$ cat config.mk
export PLATFORM = sky130hd
export DESIGN_NAME = hamming_nibble_assembler
export DESIGN_NICKNAME = d
export VERILOG_FILES = /design/src/rtl/hamming_pkg.sv /design/src/rtl/hamming_byte_fifo.sv /design/src/rtl/hamming_nibble_assembler.sv
export SDC_FILE = /design/constraint.sdc
export NUM_CORES = 1
export LEC_CHECK = 0
export CAP_MARGIN = 5
export CORE_ASPECT_RATIO = 0.75
export CORE_UTILIZATION = 34
export CTS_CLUSTER_DIAMETER = 100
export DETAILED_ROUTE_END_ITERATION = 10
export PLACE_DENSITY = 0.53
export SLEW_MARGIN = 10
export SYNTH_ARGS = -nofsm -noshare
export SYNTH_HDL_FRONTEND = slang
export SYNTH_HIERARCHICAL = 1
export SYNTH_SLANG_ARGS = --single-unit
$ cat constraint.sdc
create_clock -name clk -period 5.6 [get_ports clk]
set_input_delay 0.84 -clock clk [delete_from_list [all_inputs] [get_ports clk]]
set_output_delay 0.84 -clock clk [all_outputs]
set_load 0.02 [all_outputs]
$ cat src/rtl/hamming_pkg.sv
// Shared definitions for the Hamming(8,4) nibble assembly stage.
// Latency: n/a (package only).
// Backpressure: n/a (package only).
//
// Contents: decoder error-code constants, the assembly FSM state type and
// a helper that classifies an error code as uncorrectable.
package hamming_pkg;

    localparam logic [1:0] ERR_NONE = 2'b00;
    localparam logic [1:0] ERR_CORR = 2'b01;
    localparam logic [1:0] ERR_DUAL = 2'b10;

    typedef enum logic {
        ASM_LOW  = 1'b0,
        ASM_HIGH = 1'b1
    } asm_state_t;

    // Code 11 is treated as a double error, so any code with bit 1 set is bad.
    function automatic logic is_bad(input logic [1:0] err);
        return (err & ERR_DUAL) != ERR_NONE;
    endfunction

endpackage

$ cat src/rtl/hamming_byte_fifo.sv
// Synchronous FIFO holding assembled bytes (plus optional bad flag).
// Latency: a push is visible at the head one cycle later; no comb path in->out.
// Backpressure: push is ignored while full, pop is ignored while empty.
//
// Ports: clk, rst (sync, active high); push/push_dat write side;
//        pop/pop_dat read side (pop_dat forced to 0 when empty);
//        full, empty, level (occupancy, 0..DEPTH).
// DEPTH must be a power of two so the pointers wrap by natural overflow.
module hamming_byte_fifo #(
    parameter int WIDTH = 9,
    parameter int DEPTH = 4
) (
    input  logic                       clk,
    input  logic                       rst,
    input  logic                       push,
    input  logic [WIDTH-1:0]           push_dat,
    input  logic                       pop,
    output logic [WIDTH-1:0]           pop_dat,
    output logic                       full,
    output logic                       empty,
    output logic [$clog2(DEPTH):0]     level
);

    localparam int AW = $clog2(DEPTH);

    logic [WIDTH-1:0] mem [DEPTH];
    logic [AW-1:0]    wr_ptr;
    logic [AW-1:0]    rd_ptr;
    logic             do_push;
    logic             do_pop;

    assign full    = (level == (AW+1)'(DEPTH));
    assign empty   = (level == '0);
    assign do_push = push && !full;
    assign do_pop  = pop && !empty;
    assign pop_dat = empty ? '0 : mem[rd_ptr];

    always_ff @(posedge clk) begin
        if (rst) begin
            wr_ptr <= '0;
            rd_ptr <= '0;
            level  <= '0;
        end else begin
            if (do_push) wr_ptr <= wr_ptr + 1'b1;
            if (do_pop)  rd_ptr <= rd_ptr + 1'b1;
            if (do_push && !do_pop)
                level <= level + 1'b1;
            else if (!do_push && do_pop)
                level <= level - 1'b1;
        end
    end

    // Storage needs no reset: entries are only observed between push and pop.
    always_ff @(posedge clk) begin
        if (do_push) mem[wr_ptr] <= push_dat;
    end

endmodule

$ cat src/rtl/hamming_nibble_assembler.sv
// Pairs decoded nibbles into bytes, queues them, and tallies decode errors.
// Latency: high nibble accepted at edge N -> byte at FIFO head after edge N.
// Backpressure: in_ready low only in HIGH with FIFO full; independent of out_ready.
//
// Ports: clk, rst (sync, active high);
//        in_valid/in_ready/in_nibble/in_err/in_syndrome  nibble input;
//        out_valid/out_ready/out_byte/out_err            byte output;
//        clr_stats, corr_cnt, uncorr_cnt, last_syn, fifo_level  status.
// Build option HAMMING_DROP_BAD_EN: pairs with an uncorrectable nibble are
// discarded instead of queued, out_err is tied low and the FIFO is 8 bits wide.
module hamming_nibble_assembler
    import hamming_pkg::*;
#(
    parameter int FIFO_DEPTH = 4,
    parameter int CNT_W      = 8
) (
    input  logic                          clk,
    input  logic                          rst,
    input  logic                          in_valid,
    output logic                          in_ready,
    input  logic [3:0]                    in_nibble,
    input  logic [1:0]                    in_err,
    input  logic [2:0]                    in_syndrome,
    output logic                          out_valid,
    input  logic                          out_ready,
    output logic [7:0]                    out_byte,
    output logic                          out_err,
    input  logic                          clr_stats,
    output logic [CNT_W-1:0]              corr_cnt,
    output logic [CNT_W-1:0]              uncorr_cnt,
    output logic [2:0]                    last_syn,
    output logic [$clog2(FIFO_DEPTH):0]   fifo_level
);

`ifdef HAMMING_DROP_BAD_EN
    localparam int FW = 8;
`else
    localparam int FW = 9;
`endif

    asm_state_t  state;
    logic [3:0]  low_nib;
    logic        low_bad;
    logic        accept;
    logic        pair_bad;
    logic        push;
    logic        pop;
    logic        full;
    logic        empty;
    logic [FW-1:0] push_dat;
    logic [FW-1:0] pop_dat;

    assign in_ready = (state == ASM_LOW) || !full;
    assign accept   = in_valid && in_ready;
    assign pair_bad = low_bad | is_bad(in_err);
    assign pop      = out_valid && out_ready;
    assign out_valid = !empty;

`ifdef HAMMING_DROP_BAD_EN
    assign push     = accept && (state == ASM_HIGH) && !pair_bad;
    assign push_dat = {in_nibble, low_nib};
    assign out_byte = pop_dat;
    assign out_err  = 1'b0;
`else
    assign push     = accept && (state == ASM_HIGH);
    assign push_dat = {pair_bad, in_nibble, low_nib};
    assign out_byte = pop_dat[7:0];
    assign out_err  = pop_dat[8];
`endif

    // Assembly FSM: first nibble of a pair is held, second completes the byte.
    always_ff @(posedge clk) begin
        if (rst) begin
            state   <= ASM_LOW;
            low_nib <= '0;
            low_bad <= 1'b0;
        end else if (accept) begin
            if (state == ASM_LOW) begin
                low_nib <= in_nibble;
                low_bad <= is_bad(in_err);
                state   <= ASM_HIGH;
            end else begin
                state   <= ASM_LOW;
            end
        end
    end

    // Saturating error statistics; clear beats a same-cycle increment.
    always_ff @(posedge clk) begin
        if (rst || clr_stats) begin
            corr_cnt   <= '0;
            uncorr_cnt <= '0;
            last_syn   <= '0;
        end else if (accept) begin
            if (in_err == ERR_CORR && corr_cnt != '1)
                corr_cnt <= corr_cnt + 1'b1;
            if (is_bad(in_err) && uncorr_cnt != '1)
                uncorr_cnt <= uncorr_cnt + 1'b1;
            if (in_err != ERR_NONE)
                last_syn <= in_syndrome;
        end
    end

    hamming_byte_fifo #(
        .WIDTH (FW),
        .DEPTH (FIFO_DEPTH)
    ) u_fifo (
        .clk      (clk),
        .rst      (rst),
        .push     (push),
        .push_dat (push_dat),
        .pop      (pop),
        .pop_dat  (pop_dat),
        .full     (full),
        .empty    (empty),
        .level    (fifo_level)
    );

endmodule

==> results.toml, run 1 <==
[detailed_routing]
drc = 6
wl_per_cell_um = 14.8
dr_total_vias = 1898
drt-vias-per-instance = 4.85
routed_wl_um = 5790
firstDrtPassIters = 8
final_antenna_net_count = 0
drt_iter0_markers = 89

[cells_and_area]
drive_gt1_share_pct = 17.0
final_common_cell = "clkdlybuf4s50_1"
final_cell_mix = "clkdlybuf4s50_1 (46), edfxtp_1 (36), dfxtp_1 (34)"
antenna-diode-count = 0
syn2layout_area_growth_pct = 28.4
fin_util_pct = 45.4
final_nets = 300
fillers = 795

[timing]
fin_skew_ns = 0.00614
setup_viol = 0
maxSlewHeadroom_pct = 47.3
slew_violations = 0
fin_ws_ns = 2.42
worst_pin_slew_ns = 0.790
rsz0062_at_grt = "no"
tns_ns = 0
hold_viol_final = 0
period_needed_ns = 3.18
clock.fmax_ghz = 0.315
holdWs_ns = 0.495
fin_crit_sh_pct = 56.7

[synthesis]
synth_cell_types = 40
synth_nets = 248
netlist_instances = 226
ys_seq_area_share_pct = 58.2
synth-seq-cells = 70
synth.avg_cell_area_sq_um = 13.4
synth_edf_count = 36
async_flop_share_pct = 0
synth_flop_cell = "edfxtp_1"
synth_warnings = 6
synth_area_sq_um = 3030

[floorplanning]
die_w_um = 111
die_area_sq_um = 9290
die_h_um = 83.7
start_util_pct = 35.4
core_area_sq_um = 8560
design.portCount = 47
rows = 29

[clocking]
ctsRootBufferMaster = "clkbuf_16"
h-tree-depth = 3
cts_setup_buffers = 0
clockBufferDepth = 2
ctsHoldBuffers = 0
cts_tree = "done"
cts.sinks = 70
clkLatencyLatePin_ns = 0.33
cts_inserted_buffers = 9
clk_pin_slew_ns = 0.06
ctsResizeCount = 0

[critical_path]
cp_max_fo = 9
max_stage_delay_ns = 0.71
critPathRequiredTime_ns = 4.76
r2r_slack_ns = 2.82
path_cells = "mux4_2 > nor2b_4 > clkdlybuf4s50_1"
critPathSlowestCell = "dfxtp_1"
crit_family = "flip-flops"
path_buf_inv = 1
path_class = "reg2out"
cp.arrival_ns = 2.34
start_kind = "register"
endpoint_kind = "primary output"

[placement]
place_congestion = 0.697
hpwl_um = 3900
dp_slack_ns = 2.11
port-buffer-count = 46

[global_route]
grt_usage_pct = 13.6
antenna_found_initial = 0
gr-total-overflow = 0
grt_pass1_wl_um = 9610
grt_pass1_vias = 1819
grt_max_degree = 20

[outcome]
status = "finished, violations left"
violations = "design-rule violations"

[power_and_ir_drop]
power_leakage_nw = 1.34
power.density_nw_per_um2 = 360
worst_ir_drop_vdd_mv = 0.122

[flow_run]
maxCapViolations = 0

[hold_path]
hold_path.class = "reg2reg"
-- cell families after synthesis --
| group | count (synthesis) | share of synthesized area, % |
|---|---|---|
| xor gates and xnor gates | 8 | 2.31 |
| adders and majority gates | 8 | 3.55 |
| DFF | 70 | 58.2 |
| muxes | 21 | 10.7 |
| buffers and inverters | 13 | 2.02 |
| AOI/OAI and AO/OA | 32 | 7.52 |
| and+or+nand+nor | 74 | 15.7 |
-- flip-flops by register name (all words and copies together), names as in the netlist, named ones only --
register / cells
low_bad: 1
uncorr_cnt: 8
u_fifo/wr_ptr: 2
corr_cnt: 8
u_fifo/mem: 36
last_syn: 3
u_fifo/level: 3
state: 1
u_fifo/rd_ptr: 2
low_nib: 4
-- synthesized netlist by cell type (5+ instances only) --
library cell / instances / area [sq um]
nand2_1: 6 / 22.5
ha_1: 7 / 87.6
or3_1: 9 / 56.3
nor2b_4: 9 / 124
dfxtp_1: 34 / 681
nor2_1: 20 / 75.1
xor2_1: 8 / 70.1
mux2i_1: 12 / 120
and2_1: 5 / 31.3
a21oi_1: 12 / 60.1
inv_1: 6 / 22.5
o21ai_0: 9 / 45.0
mux4_2: 9 / 203
edfxtp_1: 36 / 1080
-- tightest hold or removal path, cell delays in order (launching register included) --
cell	delay (ns)
dfxtp_1	0.32
mux2i_1	0.06
nor2_1	0.08
-- where the power goes --
group	internal (mW)	leakage [nW]	switching [mW]	total [mW]
clock	0.313	0.131	0.214	0.527
sequential	0.559	0.605	0.0261	0.585
combinational	0.143	0.605	0.147	0.290
-- per-stage QoR --
step	power (mW)	std cells	cell area (sq um)
3_3_place_gp	0.889	375	3600
5_1_grt	1.46	391	3890
3_5_place_dp	0.891	375	3600
2_1_floorplan	0.784	226	3030
6_report	1.40	391	3890
4_1_cts	1.42	391	3890
-- final timing paths --
kind	from	endpoint	cells past startpoint
max	register	out_byte[2]	3
max reg2reg	u_fifo/level[0]$_SDFFE_PP0P_	u_fifo/level[2]$_SDFFE_PP0P_	11
min	low_bad$_SDFFE_PP0P_	low_bad$_SDFFE_PP0P_	2
min reg2reg	low_bad$_SDFFE_PP0P_	low_bad$_SDFFE_PP0P_	2
-- routing by layer --
| metal | global-route usage, % | share of wire (%) | vias to the layer above |
|---|---|---|---|
| met5 | 0 | 0 | - |
| met4 | 4.86 | 1.3 | 0 |
| met3 | 4.65 | 4.9 | 6 |
| met2 | 19.0 | 43 | 49 |
| met1 | 19.2 | 51 | 899 |
| li1 | - | - | 944 |
-- layout make-up --
class | count | area (sq um) | area share [%]
repair buffers | 48 | 475 | 12.2
well taps | 108 | 135 | 3.47
clock buffers | 10 | 239 | 6.15
multi-input cells | 143 | 1210 | 31.1
inverters | 6 | 22.5 | 0.579
clock inverters | 6 | 45.0 | 1.16
flip-flops and latches | 70 | 1760 | 45.3
Note: power is estimated with default switching activity, not from simulation.
==> inputs of run 2 (changes only) <==
- clock period: 5.6 -> 3.2 ns (I/O delays scaled with it)
==> results.toml, run 2 (synthesis results as in run 1) <==
[outcome]
status = "finished, violations left"
violations = "design-rule violations"

[detailed_routing]
routed_wl_um = 5710
wl_per_cell_um = 14.5
final_antenna_net_count = 0
firstDrtPassIters = 7
drt-vias-per-instance = 4.85
drt_iter0_markers = 84
dr_total_vias = 1910
drc = 6

[timing]
setup_viol = 0
worst_pin_slew_ns = 0.783
holdWs_ns = 0.496
rsz0062_at_grt = "no"
tns_ns = 0
maxSlewHeadroom_pct = 47.7
slew_violations = 0
fin_ws_ns = 0.653
clock.fmax_ghz = 0.393
period_needed_ns = 2.55
hold_viol_final = 0
fin_skew_ns = 0.00283
fin_crit_sh_pct = 79.6

[critical_path]
max_stage_delay_ns = 0.55
start_kind = "register"
cp.arrival_ns = 2.07
path_buf_inv = 2
critPathSlowestCell = "mux4_2"
cp_max_fo = 9
path_cells = "buf_4 > mux4_2 > nor2b_4 > clkdlybuf4s50_1"
crit_family = "buffers and inverters"
endpoint_kind = "primary output"
critPathRequiredTime_ns = 2.72
path_class = "reg2out"

[clocking]
cts_inserted_buffers = 9
cts_setup_buffers = 0
ctsRootBufferMaster = "clkbuf_16"
ctsHoldBuffers = 0
cts.sinks = 70
clockBufferDepth = 2
h-tree-depth = 3
clkLatencyLatePin_ns = 0.32
clk_pin_slew_ns = 0.06
ctsResizeCount = 0
cts_tree = "done"

[global_route]
grt_pass1_wl_um = 9690
antenna_found_initial = 0
grt_max_degree = 20
grt_usage_pct = 13.8
gr-total-overflow = 0
grt_pass1_vias = 1876

[cells_and_area]
top_register = "u_fifo/mem"
antenna-diode-count = 0
final_cell_mix = "clkdlybuf4s50_1 (46), edfxtp_1 (36), dfxtp_1 (34)"
final_common_cell = "clkdlybuf4s50_1"
final_nets = 303
drive_gt1_share_pct = 17.5
top_regs = "u_fifo/mem (36), corr_cnt (8), uncorr_cnt (8)"
syn2layout_area_growth_pct = 28.9
fin_util_pct = 45.6
largest_reg_flops = 36
stdcell_area_sq_um = 3900

[placement]
hpwl_um = 3860
placed_cell_area_sq_um = 3630
place_congestion = 0.709
dp_slack_ns = 0.391
port-buffer-count = 46

[floorplanning]
core_area_sq_um = 8560
die_w_um = 111
die_area_sq_um = 9290
design.portCount = 47
rows = 29
start_util_pct = 35.4
die_h_um = 83.7

[flow_run]
maxCapViolations = 0

[power_and_ir_drop]
power.density_nw_per_um2 = 624
worst_ir_drop_vdd_mv = 0.225
power_leakage_nw = 1.35

[hold_path]
hold_path.class = "reg2reg"
## run 2: cell types whose count changed in the layout (fill, tap and decap cells not counted)
cell,change
clkbuf_8,-1
clkinv_1,+1
buf_4,+3
clkinv_4,+1
clkinvlp_4,-1
## run 2: worst paths after layout
check,startpoint,endpoint,slack (ns),cells past startpoint
worst max register to register,u_fifo/level[0]$_SDFFE_PP0P_,u_fifo/level[2]$_SDFFE_PP0P_,0.75,11
worst min-delay path,low_bad$_SDFFE_PP0P_,low_bad$_SDFFE_PP0P_,0.50,2
worst min register to register,low_bad$_SDFFE_PP0P_,low_bad$_SDFFE_PP0P_,0.50,2
worst max-delay path,register,out_byte[2],0.65,4
## run 2: layout make-up
cell class                 instances  area, sq um
clock buffer                       9          225
fill                             815         4660
timing repair buffer              51          498
multi-input combinational        143         1210
tap                              108          135
sequential                        70         1760
inverter                           6         22.5
clock inverter                     7         50.0
## run 2: worst reg2reg max path, delay by kind of cell, from the launching register on
kind | cells | cell delay (ns)
compound gates | 2 | 0.31
xor+xnor | 1 | 0.17
buf+inv | 2 | 0.13
fa+ha+maj | 2 | 0.56
simple gates | 4 | 0.73
flops | 1 | 0.49
## run 2: per-layer routing
| layer | track usage [%] | routed length [um] | vias to the layer above |
|---|---|---|---|
| met3 | 5.45 | 306 | 4 |
| li1 | - | - | 945 |
| met2 | 19.3 | 2490 | 48 |
| met1 | 19.4 | 2860 | 913 |
| met4 | 4.48 | 52 | 0 |
| met5 | 0 | 0 | - |
## run 2: report_power, final
group,switching [mW],internal [mW]
logic,0.271,0.255
clock network,0.371,0.525
registers,0.0346,0.978
## run 2: through the flow
stage | cells | total power, mW
3_5_place_dp | 378 | 1.57
6_report | 394 | 2.43
5_1_grt | 394 | 2.55
2_1_floorplan | 226 | 1.37
3_3_place_gp | 378 | 1.56
4_1_cts | 394 | 2.48
==> inputs of run 3 (changes only) <==
- PLACE_DENSITY: 0.53 -> 0.55
- clock period: 3.2 -> 2.3 ns (I/O delays scaled with it)
==> results.toml, run 3 (synthesis results as in run 1) <==
[outcome]
status = "finished, violations left"
violations = "design-rule violations"

[floorplanning]
die_area_sq_um = 9290
die_h_um = 83.7
start_util_pct = 35.4
core_area_sq_um = 8560
rows = 29
design.portCount = 47
die_w_um = 111

[power_and_ir_drop]
power.density_nw_per_um2 = 858
total_power_mw = 3.50
power_leakage_nw = 1.47
worst_ir_drop_vdd_mv = 0.310

[critical_path]
cp.arrival_ns = 2.45
path_class = "in2reg"
path_cells = "clkdlybuf4s50_1 > a21boi_4 > and2_4 > inv_2 > nor2_4 > ha_2 > inv_1 > fa_2 > xor2_1 > or3_1 > a21oi_1"
start_kind = "primary input"
endpoint_kind = "register"
critPathRequiredTime_ns = 2.54
critPathSlowestCell = "clkdlybuf4s50_1"
cp_max_fo = 3
max_stage_delay_ns = 0.48

[global_route]
grt_pass1_wl_um = 9670
grt_pass1_vias = 1936
grt_max_degree = 20
antenna_found_initial = 0
gr-total-overflow = 0
grt_usage_pct = 13.6

[timing]
maxSlewHeadroom_pct = 75.6
period_needed_ns = 2.20
worst_pin_slew_ns = 0.367
fin_crit_sh_pct = 95.8
clock.fmax_ghz = 0.454
slew_violations = 0
hold_viol_final = 0
setup_viol = 0
tns_ns = 0
rsz0062_at_grt = "no"
fin_skew_ns = 0.00812

[cells_and_area]
multi_input_area_sq_um = 1230
final_nets = 313
final_cell_mix = "clkdlybuf4s50_1 (37), edfxtp_1 (36), dfxtp_1 (31)"
top_register = "u_fifo/mem"
syn2layout_area_growth_pct = 34.8
fillers = 792
top_regs = "u_fifo/mem (36), corr_cnt (8), uncorr_cnt (8)"
drive_gt1_share_pct = 22.6
seq_area_sq_um = 1770
antenna-diode-count = 0
final_common_cell = "clkdlybuf4s50_1"
largest_reg_flops = 36

[detailed_routing]
dr_total_vias = 1947
drc = 4
drt-vias-per-instance = 4.82
final_antenna_net_count = 0
wl_per_cell_um = 14.3
firstDrtPassIters = 7
routed_wl_um = 5760
drt_iter0_markers = 47

[clocking]
cts.sinks = 70
clk_pin_slew_ns = 0.05
cts_tree = "done"
ctsRootBufferMaster = "clkbuf_16"
ctsHoldBuffers = 0
cts_setup_buffers = 0
cts_inserted_buffers = 9
h-tree-depth = 3
ctsResizeCount = 9
clockBufferDepth = 2
clkLatencyLatePin_ns = 0.32

[hold_path]
hold_path.class = "reg2reg"

[placement]
hpwl_um = 3880
place_congestion = 0.720
port-buffer-count = 46

[flow_run]
maxCapViolations = 0
## run 3: worst paths after layout
check                                        to  slack [ns]  cells past startpoint                          start
setup / recovery   u_fifo/level[2]$_SDFFE_PP0P_         0.1                     11                       in_valid
hold / removal    u_fifo/rd_ptr[1]$_SDFFE_PP0P_        0.49                      2  u_fifo/rd_ptr[1]$_SDFFE_PP0P_
setup reg to reg   u_fifo/level[2]$_SDFFE_PP0P_        0.12                     11   u_fifo/level[2]$_SDFFE_PP0P_
hold reg to reg   u_fifo/rd_ptr[1]$_SDFFE_PP0P_        0.49                      2  u_fifo/rd_ptr[1]$_SDFFE_PP0P_
## run 3: critical path, delay by kind of cell
family          cells  cell delay, ns
fa+ha+maj           2            0.51
simple gates        3            0.55
buf+inv             3            0.58
compound gates      2            0.30
xor+xnor            1            0.18
## run 3: layout make-up
class / instances / area share, %
flip-flops and latches: 70 / 43.5
inverters: 6 / 0.552
repair buffers: 61 / 15.3
multi-input cells: 143 / 30.3
well taps: 108 / 3.31
clock buffers: 9 / 5.52
clock inverters: 7 / 1.59
## run 3: layer usage
| layer | wire (um) | vias up | GRT usage [%] |
|---|---|---|---|
| li1 | - | 965 | - |
| met1 | 2780 | 940 | 17.8 |
| met2 | 2680 | 37 | 21.0 |
| met3 | 251 | 5 | 4.58 |
| met4 | 53 | 0 | 5.23 |
| met5 | 0 | - | 0 |
## run 3: power breakdown
part	leakage, nW	internal [mW]	switching [mW]
clock	0.143	0.830	0.501
sequential	0.607	1.37	0.0607
combinational	0.725	0.356	0.385
total	1.47	2.55	0.947
## run 3: metrics by stage
stage	utilization [%]	worst slack (ns)	hold slack, ns	cells	instance area (sq um)
2_1_floorplan	-	-0.0472	0.417	226	3060
3_3_place_gp	44.4	-0.171	0.467	388	3800
3_5_place_dp	44.4	-0.236	0.483	388	3800
4_1_cts	47.6	0.0921	0.491	404	4080
5_1_grt	47.6	0.00751	0.523	404	4080
6_report	47.6	0.0956	0.490	404	4080
